--- src/rtl/uart_rx_fifo.sv ---
// ---------------------------------------------------------------------------
// uart_rx_fifo
//
// 16-entry receive FIFO sitting between the UART serial receiver and the
// register interface. Each word holds a received character in
// [WIDTH-1:2], a parity-error flag in [1] and a framing-error flag in [0].
// The block tracks occupancy, sticky overrun/underrun conditions and an
// aggregate "error present in FIFO" flag for the line status register.
//
// Ports:
//   clk           clock, all state updates on the rising edge
//   wb_rst_i      asynchronous active-high reset
//   data_in       word to write
//   push          write strobe, one word per cycle while high
//   pop           read strobe, one word per cycle while high
//   fifo_reset    synchronous flush of pointers, count, flags and error bits
//   reset_status  synchronous clear of overrun/underrun
//   data_out      word at the head of the FIFO (undefined while count == 0)
//   count         number of stored words, 0..16
//   overrun       sticky: push attempted while full
//   underrun      sticky: pop attempted while empty
//   error_bit     high while any stored word has bit [1] or [0] set
// ---------------------------------------------------------------------------
module uart_rx_fifo #(
    parameter int unsigned WIDTH   = 10,
    parameter int unsigned DEPTH   = 16,
    parameter int unsigned COUNT_W = 5
) (
    input  logic               clk,
    input  logic               wb_rst_i,
    input  logic [WIDTH-1:0]   data_in,
    input  logic               push,
    input  logic               pop,
    input  logic               fifo_reset,
    input  logic               reset_status,
    output logic [WIDTH-1:0]   data_out,
    output logic [COUNT_W-1:0] count,
    output logic               overrun,
    output logic               underrun,
    output logic               error_bit
);

    localparam int unsigned PtrW  = 4;
    localparam int unsigned DataW = WIDTH - 2;

    // Character bits are kept apart from the error flags: only the flags
    // need a reset/flush, so the character storage stays reset-free.
    logic [DataW-1:0]   mem_data [DEPTH];
    logic [1:0]         err_q    [DEPTH];

    logic [PtrW-1:0]    top_q, top_d;
    logic [PtrW-1:0]    bottom_q, bottom_d;
    logic [COUNT_W-1:0] count_q, count_d;
    logic               overrun_q, overrun_d;
    logic               underrun_q, underrun_d;

    logic full;
    logic empty;
    logic do_write;
    logic do_read;
    logic overrun_evt;
    logic underrun_evt;
    logic err_any;

    assign full  = (count_q == COUNT_W'(DEPTH));
    assign empty = (count_q == '0);

    // A simultaneous pop frees the head slot, so a full FIFO still accepts
    // the write. A pop on an empty FIFO is ignored even when paired with a
    // push.
    assign do_write     = push & (~full | pop);
    assign do_read      = pop & ~empty;
    assign overrun_evt  = push & ~pop & full;
    assign underrun_evt = pop & ~push & empty;

    // -----------------------------------------------------------------------
    // Next-state for pointers, occupancy and sticky flags
    // -----------------------------------------------------------------------
    always_comb begin
        top_d      = top_q;
        bottom_d   = bottom_q;
        count_d    = count_q;
        overrun_d  = overrun_q;
        underrun_d = underrun_q;

        if (fifo_reset) begin
            top_d      = '0;
            bottom_d   = '0;
            count_d    = '0;
            overrun_d  = 1'b0;
            underrun_d = 1'b0;
        end else begin
            if (do_write) begin
                top_d = top_q + PtrW'(1);
            end
            if (do_read) begin
                bottom_d = bottom_q + PtrW'(1);
            end
            count_d = count_q + COUNT_W'(do_write) - COUNT_W'(do_read);

            // A fresh event in the same cycle beats reset_status.
            if (reset_status) begin
                overrun_d  = 1'b0;
                underrun_d = 1'b0;
            end
            if (overrun_evt) begin
                overrun_d = 1'b1;
            end
            if (underrun_evt) begin
                underrun_d = 1'b1;
            end
        end
    end

    always_ff @(posedge clk or posedge wb_rst_i) begin
        if (wb_rst_i) begin
            top_q      <= '0;
            bottom_q   <= '0;
            count_q    <= '0;
            overrun_q  <= 1'b0;
            underrun_q <= 1'b0;
        end else begin
            top_q      <= top_d;
            bottom_q   <= bottom_d;
            count_q    <= count_d;
            overrun_q  <= overrun_d;
            underrun_q <= underrun_d;
        end
    end

    // -----------------------------------------------------------------------
    // Storage
    // -----------------------------------------------------------------------
    always_ff @(posedge clk) begin
        if (do_write && !fifo_reset) begin
            mem_data[top_q] <= data_in[WIDTH-1:2];
        end
    end

    // Error flags of an entry are cleared when it is popped or flushed, so
    // every unoccupied entry holds zero flags. When full with push and pop
    // together, top == bottom and the incoming word's flags win.
    always_ff @(posedge clk or posedge wb_rst_i) begin
        if (wb_rst_i) begin
            for (int i = 0; i < int'(DEPTH); i++) begin
                err_q[i] <= 2'b00;
            end
        end else if (fifo_reset) begin
            for (int i = 0; i < int'(DEPTH); i++) begin
                err_q[i] <= 2'b00;
            end
        end else begin
            for (int i = 0; i < int'(DEPTH); i++) begin
                if (do_write && (top_q == PtrW'(i))) begin
                    err_q[i] <= data_in[1:0];
                end else if (do_read && (bottom_q == PtrW'(i))) begin
                    err_q[i] <= 2'b00;
                end
            end
        end
    end

    // Unoccupied entries always carry zero flags, so a plain OR over the
    // whole array equals the OR over occupied entries.
    always_comb begin
        err_any = 1'b0;
        for (int i = 0; i < int'(DEPTH); i++) begin
            err_any = err_any | (|err_q[i]);
        end
    end

    // -----------------------------------------------------------------------
    // Outputs
    // -----------------------------------------------------------------------
    assign data_out  = {mem_data[bottom_q], err_q[bottom_q]};
    assign count     = count_q;
    assign overrun   = overrun_q;
    assign underrun  = underrun_q;
    assign error_bit = err_any;

endmodule

--- config.mk ---
export PLATFORM = sky130hd
export DESIGN_NAME = uart_rx_fifo
export DESIGN_NICKNAME = d
export VERILOG_FILES = /design/src/rtl/uart_rx_fifo.sv
export SDC_FILE = /design/constraint.sdc
export NUM_CORES = 1
export LEC_CHECK = 0
export ABC_AREA = 0
export CELL_PAD_IN_SITES_DETAIL_PLACEMENT = 0
export CELL_PAD_IN_SITES_GLOBAL_PLACEMENT = 1
export CORE_ASPECT_RATIO = 0.9
export CORE_MARGIN = 5
export CORE_UTILIZATION = 51
export CTS_CLUSTER_DIAMETER = 60
export DETAILED_ROUTE_END_ITERATION = 16
export HOLD_SLACK_MARGIN = 0.15
export PLACE_DENSITY = 0.87
export SLEW_MARGIN = 30
export SYNTH_ARGS = -nofsm -noshare
export SYNTH_HDL_FRONTEND = slang
export SYNTH_SLANG_ARGS = --single-unit
export TNS_END_PERCENT = 100
--- constraint.sdc ---
create_clock -name clk -period 4.2 [get_ports clk]
set_clock_uncertainty 0.2 [all_clocks]
set_input_delay 0.42 -clock clk [delete_from_list [all_inputs] [get_ports clk]]
set_output_delay 0.42 -clock clk [all_outputs]
set_load 0.01 [all_outputs]
==> flow_summary.toml <==
[critical_path]
crit_required_ns = 3.58
critPathArrivalTime_ns = 2.89
critPathMaxStageDelay_ns = 0.62
cp-end-kind = "output pin"
path_cells = "buf_12 > mux4_2 > a22oi_1 > nand2_1 > clkdlybuf4s50_1"
worstPathMaxFanout = 32
cp-start-kind = "register"
crit_slowest_cell = "dfrtp_2"
crit_type = "register to output pin"

[synth]
yosysTopAreaCellShare_pct = 50.0
synth_compound_area_share_pct = 5.53
synth_top_cell_by_area = "edfxtp_1"
synth.avg_cell_area_um2 = 15.8
synth-edff-count = 128
yosys.area_share.simple_pct = 8.24
syn_nets = 519
async_flop_share_pct = 26.9
synth_xor_area_share_pct = 1.02
syn_inst = 488
synthAdderAreaFrac_pct = 2.54
ys.flop_type = "edfxtp_1"
ys_seq_area_share_pct = 65.2
muxShareOfSynthArea_pct = 15.0
synthTopCellsByArea = "edfxtp_1 (50%), dfrtp_1 (15%), mux4_2 (12%)"
netlist-cell-type-count = 45
netlist_area_um2 = 7690
synth_top_family_by_area = "multiplexers"
yosysWarnings = 0
yosys_register_bits = 175

[job]
cap_violations = 0

[floorplan]
coreArea_um2 = 14800
die_area_um2 = 17600
rows = 42
die_w_um = 139
ios = 34
die_y_um = 127
start_util_pct = 52.1

[detailed_routing]
ant_nets = 0
routed_via_density = 5.99
wl_per_cell_um = 22.0
wl_um = 16300
remaining_drc_errors = 0
num_vias = 4418
drt_pass1_iterations = 5
drt-initial-drc-count = 386

[clock_tree]
path_clk_slew_ns = 0.07
cts_max_level = 4
clk_latency_ns = 0.43
cts_buffers = 17
tritoncts = "built"
cts.sinks = 175
cts_root_buf = "clkbuf_16"
holdBufCountCts = 0
post_cts_buffers = 0
cts_resized = 0
max-clock-path-buffers = 2

[layout]
layout.cells.most_common = "edfxtp_1"
finish.net_count = 558
layout_common_cells = "edfxtp_1 (128), dfrtp_1 (45), nand2_1 (40), mux4_2 (40), clkdlybuf4s50_1 (32)"
multi_input_area_um2 = 2490
final_core_util_pct = 60.1
num-fill-cells = 1065
antenna_cells = 0
synthToLayoutAreaGrowth_pct = 15.3
seq_area_um2 = 5020
layout-drive-gt1-share_pct = 18.7

[sta]
min_period_ns = 3.51
slew_headroom_pct = 41.9
slew_violations = 0
post-route-period-util_pct = 83.5
setup_slack_ns = 0.692
worstMarginPinSlew_ns = 0.868
tns_ns = 0
setup_viol_count_final = 0
fmaxAchievable_ghz = 0.285
rsz0062_at_grt = "false"
hold_viol = 0

[grt]
overflow = 0
grt_pass1_wl_um = 26300
grt_max_degree = 48
gr-max-usage-layer = "met2"
met1_usage_pct = 26.7
met3_usage_pct = 4.74
antenna_found_initial = 0
grt_pass1_vias = 4685
grt_usage_pct = 19.4
met2_usage_pct = 30.5

[placed_design]
gp_congestion = 0.877
dpl.hpwl_um = 10900
port_buffers = 33
place_ws_ns = 0.701

[power_and_ir_drop]
p_leak_uw = 0.00328
peakVddDrop_mv = 0.356
power.density_nw_per_um2 = 518

[status]
status = "finished clean"

[hold_path]
hold_path.class = "input pin to async pin"
==> Yosys cell counts (5+ instances only) <==
| library cell | instances |
|---|---|
| nand2_1 | 40 |
| inv_1 | 13 |
| mux2i_1 | 25 |
| a31oi_1 | 12 |
| a22oi_1 | 20 |
| dfrtp_1 | 47 |
| edfxtp_1 | 128 |
| a21oi_1 | 6 |
| xor2_1 | 5 |
| nor4_1 | 10 |
| buf_2 | 6 |
| clkbuf_1 | 18 |
| nor3_1 | 6 |
| ha_1 | 14 |
| nor2b_1 | 9 |
| nand3_1 | 15 |
| mux4_2 | 40 |
| nor2_1 | 22 |
| a32o_1 | 8 |
==> worst paths after layout <==
path	slack, ns	from	endpoint	cells after the start
worst max-delay path	0.69	bottom_q[0]$_DFFE_PP0P_	data_out[7]	5
max in group asynchronous	3.15	wb_rst_i	bottom_q[0]$_DFFE_PP0P_	2
worst min-delay path	0.21	wb_rst_i	err_q[3]$_DFFE_PP0P_	2
worst min register to register	0.32	err_q[11]$_DFFE_PP0P_	err_q[11]$_DFFE_PP0P_	1
min in group clk	0.32	err_q[11]$_DFFE_PP0P_	err_q[11]$_DFFE_PP0P_	1
worst max register to register	0.79	count[2]$_DFF_PP0_	count[4]$_DFF_PP0_	13
==> layout make-up <==
class / count / area share, %
inverters: 13 / 0.578
well taps: 198 / 2.79
multi-input cells: 270 / 28.1
repair buffers: 50 / 5.39
clock buffers: 18 / 4.84
flip-flops and latches: 175 / 56.6
clock inverters: 14 / 1.75
==> state kept, by name (all words and copies together) (netlist names) <==
name / flops
underrun: 1
count: 5
mem_data: 128
err_q: 32
top_q: 4
bottom_q: 4
overrun: 1
==> routing by layer <==
| layer | wire (um) | up-vias |
|---|---|---|
| li1 | - | 1976 |
| met1 | 6880 | 2233 |
| met2 | 7810 | 183 |
| met3 | 1260 | 26 |
| met4 | 315 | 0 |
| met5 | 0 | - |
==> per-stage QoR <==
stage	cells	hold slack, ns	power, uW	cell area, um2
2_1_floorplan	488	0.282	2760	7690
3_3_place_gp	706	0.301	3050	8280
3_5_place_dp	706	0.308	3080	8290
4_1_cts	738	0.324	4630	8870
5_1_grt	738	0.298	4800	8870
6_report	738	0.214	4590	8870
==> where the power goes <==
| group | internal [uW] | switching (uW) | total, uW |
|---|---|---|---|
| combinational | 539 | 522 | 1060 |
| sequential | 1910 | 65.3 | 1980 |
| clock | 887 | 668 | 1560 |
| total | 3340 | 1260 | 4590 |
==> worst max-delay path: cells and delay by family (launching register included) <==
family / cells / cell delay [ns]
buf+inv: 2 / 0.83
mux: 1 / 0.55
simple gates: 1 / 0.11
flops: 1 / 0.62
compound gates: 1 / 0.30
==> logic make-up (layout without fill, tap and decap cells) <==
kind of cell,after synthesis,count (layout)
xor+xnor,9,9
simple gates,125,125
mux,65,65
buf+inv,43,95
compound gates,56,56
flops,175,175
fa+ha+maj,15,15
Note: power is estimated with default switching activity, not from simulation.
